File: src/rtl/vend_pkg.sv
// vend_pkg: shared definitions for the vend_ctrl vending-machine controller.
//   state_t      - controller states (IDLE, ACCUM, VEND, CHANGE)
//   COIN_*       - 2-bit coin codes used on the coin and change ports
//   coin_value() - maps a coin code to its value for a given denomination set
package vend_pkg;

    typedef enum logic [1:0] {
        ST_IDLE   = 2'd0,
        ST_ACCUM  = 2'd1,
        ST_VEND   = 2'd2,
        ST_CHANGE = 2'd3
    } state_t;

    localparam logic [1:0] COIN_NONE   = 2'b00;
    localparam logic [1:0] COIN_A_CODE = 2'b01;
    localparam logic [1:0] COIN_B_CODE = 2'b10;
    localparam logic [1:0] COIN_C_CODE = 2'b11;

    function automatic int unsigned coin_value(input logic [1:0] code, input int unsigned a,
                                               input int unsigned b, input int unsigned c);
        return (code == COIN_A_CODE) ? a : (code == COIN_B_CODE) ? b :
               (code == COIN_C_CODE) ? c : 0;
    endfunction

endpackage

File: src/rtl/vend_change_sel.sv
// vend_change_sel: greedy change-coin selector (combinational).
//   i_credit    - credit still owed to the customer
//   o_chg_code  - code of the largest denomination not exceeding i_credit
//   o_chg_val   - value of that coin
//   o_none_fits - credit is below the smallest denomination (residue is forfeited)
module vend_change_sel
    import vend_pkg::*;
#(
    parameter int unsigned COIN_A   = 1,
    parameter int unsigned COIN_B   = 2,
    parameter int unsigned COIN_C   = 5,
    parameter int unsigned CREDIT_W = 4
) (
    input  logic [CREDIT_W-1:0] i_credit,
    output logic [1:0]          o_chg_code,
    output logic [CREDIT_W-1:0] o_chg_val,
    output logic                o_none_fits
);

    localparam logic [CREDIT_W-1:0] VAL_A = CREDIT_W'(COIN_A);
    localparam logic [CREDIT_W-1:0] VAL_B = CREDIT_W'(COIN_B);
    localparam logic [CREDIT_W-1:0] VAL_C = CREDIT_W'(COIN_C);

    assign o_chg_code  = (i_credit >= VAL_C) ? COIN_C_CODE :
                         (i_credit >= VAL_B) ? COIN_B_CODE :
                         (i_credit >= VAL_A) ? COIN_A_CODE : COIN_NONE;
    assign o_chg_val   = CREDIT_W'(coin_value(o_chg_code, COIN_A, COIN_B, COIN_C));
    assign o_none_fits = i_credit < VAL_A;

endmodule

File: src/rtl/vend_ctrl.sv
// vend_ctrl: parametrised vending-machine controller.
//   Accumulates credit from coins (coin/coin_valid/coin_ready), requests a vend
//   (vend_valid/vend_ready) once credit reaches PRICE, and returns excess or
//   cancelled credit greedily as change coins (chg_valid/chg_code/chg_ready).
//   credit shows the current credit; bad_coin pulses for an accepted code 00.
//   Optional feature macro: VEND_CHANGE_EN enables the CHANGE state and change
//   port; without it residual credit is kept after a vend and cancel forfeits.
module vend_ctrl
    import vend_pkg::*;
#(
    parameter int unsigned PRICE    = 5,
    parameter int unsigned COIN_A   = 1,
    parameter int unsigned COIN_B   = 2,
    parameter int unsigned COIN_C   = 5,
    parameter int unsigned CREDIT_W = 4
) (
    input  logic                clk,
    input  logic                rst,
    input  logic [1:0]          coin,
    input  logic                coin_valid,
    output logic                coin_ready,
    input  logic                cancel,
    output logic                vend_valid,
    input  logic                vend_ready,
    output logic                chg_valid,
    output logic [1:0]          chg_code,
    input  logic                chg_ready,
    output logic [CREDIT_W-1:0] credit,
    output logic                bad_coin
);

    if (PRICE < 1) begin : g_chk_price
        $error("vend_ctrl: PRICE must be at least 1");
    end
    if (!(COIN_A < COIN_B && COIN_B < COIN_C)) begin : g_chk_coins
        $error("vend_ctrl: require COIN_A < COIN_B < COIN_C");
    end
    if (PRICE - 1 + COIN_C >= (1 << CREDIT_W)) begin : g_chk_width
        $error("vend_ctrl: CREDIT_W too narrow for PRICE-1+COIN_C");
    end

    localparam logic [1:0]          S_IDLE  = ST_IDLE;
    localparam logic [1:0]          S_ACCUM = ST_ACCUM;
    localparam logic [1:0]          S_VEND  = ST_VEND;
    localparam logic [CREDIT_W-1:0] P       = CREDIT_W'(PRICE);

    logic [1:0]          r_state, w_state_nx;
    logic [CREDIT_W-1:0] r_credit, w_credit_nx, w_coin_val, w_sum, w_after_vend;
    logic                r_bad, w_accept, w_cancel;

    assign coin_ready   = (r_state == S_IDLE) || (r_state == S_ACCUM);
    assign vend_valid   = r_state == S_VEND;
    assign credit       = r_credit;
    assign bad_coin     = r_bad;
    assign w_accept     = coin_valid && coin_ready;
    assign w_cancel     = cancel && (r_state == S_ACCUM);
    assign w_coin_val   = CREDIT_W'(coin_value(coin, COIN_A, COIN_B, COIN_C));
    // Only reached from IDLE/ACCUM where credit < PRICE, so the sum always fits.
    assign w_sum        = r_credit + w_coin_val;
    assign w_after_vend = r_credit - P;

`ifdef VEND_CHANGE_EN
    localparam logic [1:0] S_CHANGE = ST_CHANGE;

    logic [1:0]          w_sel_code;
    logic [CREDIT_W-1:0] w_chg_val;
    logic                w_none_fits;

    vend_change_sel #(
        .COIN_A   (COIN_A),
        .COIN_B   (COIN_B),
        .COIN_C   (COIN_C),
        .CREDIT_W (CREDIT_W)
    ) u_sel (
        .i_credit    (r_credit),
        .o_chg_code  (w_sel_code),
        .o_chg_val   (w_chg_val),
        .o_none_fits (w_none_fits)
    );

    // Credit only moves on a handshake, so the offered coin is stable until taken.
    assign chg_valid = (r_state == S_CHANGE) && !w_none_fits;
    assign chg_code  = chg_valid ? w_sel_code : COIN_NONE;
`else
    logic w_unused;

    assign chg_valid = 1'b0;
    assign chg_code  = COIN_NONE;
    assign w_unused  = chg_ready;
`endif

    always_comb begin
        w_state_nx  = S_IDLE;
        w_credit_nx = '0;
        case (r_state)
            S_IDLE, S_ACCUM: begin
                w_credit_nx = w_accept ? w_sum : r_credit;
                // A coin that completes the price wins over a simultaneous cancel.
                if (w_accept && w_sum >= P)
                    w_state_nx = S_VEND;
                else if (w_cancel) begin
`ifdef VEND_CHANGE_EN
                    w_state_nx = S_CHANGE;
`else
                    w_state_nx  = S_IDLE;
                    w_credit_nx = '0;
`endif
                end
                else
                    w_state_nx = (w_credit_nx != '0) ? S_ACCUM : S_IDLE;
            end
            S_VEND: begin
                w_credit_nx = vend_ready ? w_after_vend : r_credit;
`ifdef VEND_CHANGE_EN
                w_state_nx = !vend_ready ? S_VEND : (w_after_vend != '0) ? S_CHANGE : S_IDLE;
`else
                w_state_nx = !vend_ready ? S_VEND : (w_after_vend >= P) ? S_VEND :
                             (w_after_vend != '0) ? S_ACCUM : S_IDLE;
`endif
            end
`ifdef VEND_CHANGE_EN
            S_CHANGE: begin
                // A residue below the smallest coin is dropped without a beat.
                w_credit_nx = w_none_fits ? '0 : chg_ready ? r_credit - w_chg_val : r_credit;
                w_state_nx  = (w_credit_nx != '0) ? S_CHANGE : S_IDLE;
            end
`endif
            default: begin
            end
        endcase
    end

    always_ff @(posedge clk or posedge rst) begin
        if (rst) begin
            r_state  <= S_IDLE;
            r_credit <= '0;
            r_bad    <= 1'b0;
        end
        else begin
            r_state  <= w_state_nx;
            r_credit <= w_credit_nx;
            r_bad    <= w_accept && (coin == COIN_NONE);
        end
    end

endmodule

File: config.mk
export PLATFORM = sky130hd
export DESIGN_NAME = vend_ctrl
export DESIGN_NICKNAME = d
export VERILOG_FILES = /design/src/rtl/vend_pkg.sv /design/src/rtl/vend_change_sel.sv /design/src/rtl/vend_ctrl.sv
export SDC_FILE = /design/constraint.sdc
export NUM_CORES = 1
export LEC_CHECK = 0
export CAP_MARGIN = 10
export CELL_PAD_IN_SITES_DETAIL_PLACEMENT = 1
export CELL_PAD_IN_SITES_GLOBAL_PLACEMENT = 2
export CORE_MARGIN = 2
export CORE_UTILIZATION = 26
export CTS_CLUSTER_DIAMETER = 120
export DETAILED_ROUTE_END_ITERATION = 16
export PLACE_DENSITY_LB_ADDON = 0.05
export SYNTH_ARGS = -nofsm -noshare
export SYNTH_HDL_FRONTEND = slang
export SYNTH_SLANG_ARGS = --single-unit
export TNS_END_PERCENT = 100
File: constraint.sdc
create_clock -name clk -period 2.66 [get_ports clk]
set_input_delay 0.532 -clock clk [delete_from_list [all_inputs] [get_ports clk]]
set_output_delay 0.532 -clock clk [all_outputs]
set_load 0.005 [all_outputs]
# After elaboration in Yosys (flattened, before gate mapping)
# Cells that the tools add are included.
# op_classes
n_addsub,2
n_lt_le_gt_ge,2
eq_ne,6
mux,15
n_reduce_logical,10
# op_table
cell,n
$mux W4,4
$mux W3,3
$ge A4 B3 Y1 const B,2
$pmux W4 S2,1
$reduce_bool A4 Y1,2
$eq A2 B2 Y1 const B,3
$mux W2,3
$add A4 B3 Y4,1
$eq A2 B1 Y1 const B,2
$logic_and A1 B1 Y1,4
$logic_not A2 Y1,2
$pmux W2 S2,1
$sub A4 B3 Y4 const B,1
$mux W1,3
$ne A2 B1 Y1 const B,1
$reduce_or A2 Y1,1
$logic_or A1 B1 Y1,1
# word_totals
register_bits,7
wordCells,38

# Depth between registers and ports, before layout
# depth
depth_word,11
mapped_depth,9
depth_no_buf,8

# Worst setup path before layout
# OpenSTA, ideal clock, no wires.
# synth_timing
path_kind,input to register
from,input port coin[0]
to,register r_credit[0] (netlist: credit[0])
setup_ns,0.126
arrival_time_ns,2.142
path_slack_ns,0.392
path_stages,8
n_path_buf,1
cell_sequence,clkbuf_1 -> ha_1 -> inv_1 -> fa_1 -> or2b_1 -> a31oi_1 -> o21ai_1 -> a311o_1
# synth_via
elab_chain_len,9
# synth_rtl
item,line_no,rtl
"start, declared",vend_ctrl.sv:19,"input logic [1:0] coin,"
$eq A2 B2 Y1,vend_pkg.sv:22,(code == COIN_C_CODE) ? c : 0;
$mux W3,vend_pkg.sv:22,
$mux W3,vend_pkg.sv:21,return (code == COIN_A_CODE) ? a : (code == COIN_B_CODE) ? b :
$mux W3 *,vend_pkg.sv:21,
$add A4 B3 Y4 *,vend_ctrl.sv:59,assign w_sum = r_credit + w_coin_val;
$ge A4 B3 Y1 / $mux W4 (equally long branches),"vend_ctrl.sv:99, vend_ctrl.sv:97",
$logic_and A1 B1 Y1 / $mux W4 (equally long branches),"vend_ctrl.sv:99, vend_ctrl.sv:101",
$mux W4 *,vend_ctrl.sv:99,if (w_accept && w_sum >= P)
$pmux W4 S2 *,vend_ctrl.sv:95,case (r_state)
"end signal, assigned",vend_ctrl.sv:141,r_credit <= w_credit_nx;
"end, declared",vend_ctrl.sv:48,"logic [CREDIT_W-1:0] r_credit, w_credit_nx, w_coin_val, w_sum, w_after_vend;"
# Every way passes the cells marked *; elsewhere a longest branch is shown, timed or not.
# A chain may end at the register's enable or synchronous reset.

# Worst setup path in the final report
# Ends and elaborated chain as after synthesis.

==> flow_summary.ini <==
[critical_path]
critical_path.cell_chain = clkdlybuf4s50_1 -> ha_2 -> inv_1 -> fa_1 -> or2b_1 -> a31oi_1 -> o21ai_1 -> a311o_1
worstPathMaxFanout = 4
max_stage_delay_ns = 0.51
crit_required_ns = 2.81
start_kind = primary input
crit_arrival_ns = 2.68
cp_slowest_cell = clkdlybuf4s50_1
path_class = in2reg
cp-end-kind = flip-flop

[detailed_routing]
routed_wl_mm = 2.030
route.detailed.drc = 0
routedWlPerCell_um = 14.30
dr.pass1.iters = 3
postRouteAntennaNets = 0
viasPerCell = 4.944
via_count = 702
first_iter_violations = 11

[final_layout]
drive_above_1_share = 0.1339
fin_area_um2 = 929.6
syn_to_final_growth_pct = 34.85
fin_util = 0.3719
final_nets = 128
diodes = 0

[global_route]
grt_pass1_vias = 709
use_met2 = 0.2160
antenna_found_initial = 0
met1_usage = 0.1980
grt_pass1_wl_mm = 3.415
use_met3 = 0.01639
grt_max_degree = 10
grt_use_total = 0.1470
gr-max-usage-layer = met2
grt_overflow = 0

[synthesis]
synth_cell_types = 29
syn-mean-instance-area_um2 = 7.746
synth_cells = 89
ys_ff_latch = 7
yosysSeqAreaShare = 0.2541
syn_area_um2 = 689.4
synth_warnings = 0

[cts]
cts_buffer_depth = 2
root_buffer = clkbuf_4
tritoncts = built
clkSinkCount = 7
clk_pin_slew_worst_paths_ns = 0.06
cts_max_level = 1
clk_latency_ns = 0.26
cts_buffers = 3

[timing]
report.final.slew_viol_count = 0
finalHoldViolations = 0
rsz0062_at_grt = true
skew_ns = 0.009037
period_needed_ns = 2.533
setup_viol = 0
finalCritPeriodShare = 0.9522
fmax_mhz = 394.8

[power_and_ir_drop]
leakage_nw = 0.4222
p_per_area_nw_per_um2 = 1097
vdd_drop_max_uv = 481.5
power.total_mw = 1.020

[placement]
hpwl_mm = 1.621
place_area_um2 = 893.4
io_buffers = 13
routabilityCongestion = 0.7282

[outcome]
status = finished clean

[die]
dieHeight_um = 55.50
fp.dieW_um = 55.50
core-area_um2 = 2500
start_util = 0.2758
die_area_um2 = 3080
num_io_pins = 18
rows = 18

[job]
max_cap_viol_count = 0

[worst_hold_path]
hp-class = in2async
## metal layers
metal | share of wire | vias up
met5 | 0 | -
met4 | 0.033 | 0
met3 | 0.022 | 5
met2 | 0.45 | 13
met1 | 0.50 | 336
li1 | - | 348
## power breakdown
| part | switching, mW | leakage (nW) | total (mW) | internal [mW] |
|---|---|---|---|---|
| sequential | 0.0748 | 0.0884 | 0.228 | 0.153 |
| combinational | 0.331 | 0.319 | 0.691 | 0.360 |
| clock | 0.0438 | 0.0150 | 0.101 | 0.0576 |
## critical path, delay by kind of cell
family | cells | cell delay [ns]
simple gates | 1 | 0.25
fa+ha+maj | 2 | 0.69
compound gates | 3 | 0.64
buf+inv | 2 | 0.56
## synthesized netlist by cell type
| cell type | number | share of area |
|---|---|---|
| o21ai_1 | 2 | 0.015 |
| clkbuf_1 | 1 | 0.0054 |
| nand2_1 | 5 | 0.027 |
| nor4_1 | 2 | 0.018 |
| a21oi_1 | 9 | 0.065 |
| nor2b_1 | 1 | 0.0091 |
| buf_4 | 4 | 0.044 |
| mux2i_1 | 2 | 0.029 |
| and3_1 | 1 | 0.0091 |
| nand2b_1 | 2 | 0.018 |
| fa_1 | 1 | 0.029 |
| a32o_1 | 1 | 0.015 |
| nor2_1 | 6 | 0.033 |
| conb_1 | 1 | 0.0054 |
| nor3_1 | 1 | 0.0073 |
| xnor2_1 | 5 | 0.064 |
| or2b_1 | 1 | 0.011 |
| dfrtp_1 | 7 | 0.25 |
| a311o_1 | 1 | 0.015 |
| ha_1 | 6 | 0.11 |
| a31oi_1 | 4 | 0.036 |
| buf_2 | 1 | 0.0073 |
| inv_1 | 11 | 0.060 |
| nand3_1 | 4 | 0.029 |
| and2_1 | 1 | 0.0091 |
| o21ai_0 | 5 | 0.036 |
| o31ai_1 | 2 | 0.022 |
| and3_2 | 1 | 0.011 |
| o22ai_1 | 1 | 0.0091 |
## final timing paths
check	from	to	slack, ns	depth (start not counted)
worst max-delay path	coin[0]	credit[0]$_DFFE_PP0P_	0.13	8
worst min-delay path	rst	credit[0]$_DFFE_PP0P_	0.51	2
worst max register to register	credit[0]$_DFFE_PP0P_	credit[0]$_DFFE_PP0P_	0.42	7
worst min register to register	credit[1]$_DFFE_PP0P_	credit[1]$_DFFE_PP0P_	0.66	2
max in group asynchronous	rst	bad_coin$_DFF_PP0_	1.92	2
min in group clk	credit[1]$_DFFE_PP0P_	credit[1]$_DFFE_PP0P_	0.66	2
## per-stage QoR
stage / hold WS [ns] / setup slack, ns / setup TNS [ns] / instances
after floorplan: 0.3354 / 0.3920 / 0 / 91
after global placement: 0.6639 / -0.1664 / -0.4500 / 137
after detailed placement: 0.6618 / -0.1662 / -0.4613 / 137
after CTS: 0.5257 / 0.1043 / 0 / 141
after global routing: 0.5469 / -0.01101 / -0.01451 / 142
final: 0.5118 / 0.1273 / 0 / 142
## what timing repair did
action                     in CTS  in global routing
hold buffers                    0                  0
gates resized for setup         0                  2
buffers inserted                0                  1
setup endpoints to repair       0                  3
## area by class of cell
class	instances	area, um^2
Fill cell	314	1570
Multi-Input combinational cell	67	444.2
Timing Repair Buffer	23	205.2
Sequential cell	7	175.2
Inverter	11	41.29
Tap cell	30	37.54
Clock buffer	4	26.28
## layout by cell type (no fill, tap or decap), drive strengths merged
cell type,n
or2b,1
nand2b,2
a21oi,9
dfrtp,7
a31oi,4
xnor2,5
nor2b,1
a311o,1
nor2,6
nor4,2
nor3,1
fa,1
and3,2
clkbuf,4
o21ai,7
ha,6
clkdlybuf4s50,13
nand2,5
and2,1
inv,11
a32o,1
conb,3
mux2i,2
o22ai,1
nand3,4
buf,10
o31ai,2
## registers in the layout (all words and copies together), names as in the netlist
| name | flops |
|---|---|
| credit | 4 |
| r_state | 2 |
| bad_coin | 1 |
## kinds of logic (layout without fill, tap and decap cells)
group,count (synthesis),count (layout),share of synthesized area
other,1,3,0.005439
AOI/OAI and AO/OA,25,25,0.2123
buffers and inverters,17,38,0.1161
xor gates and xnor gates,5,5,0.06352
and+or+nand+nor,25,25,0.1815
adders and majority gates,7,7,0.1379
muxes,2,2,0.02904
DFF,7,7,0.2541
No activity file was read; power rests on OpenSTA's default activity.
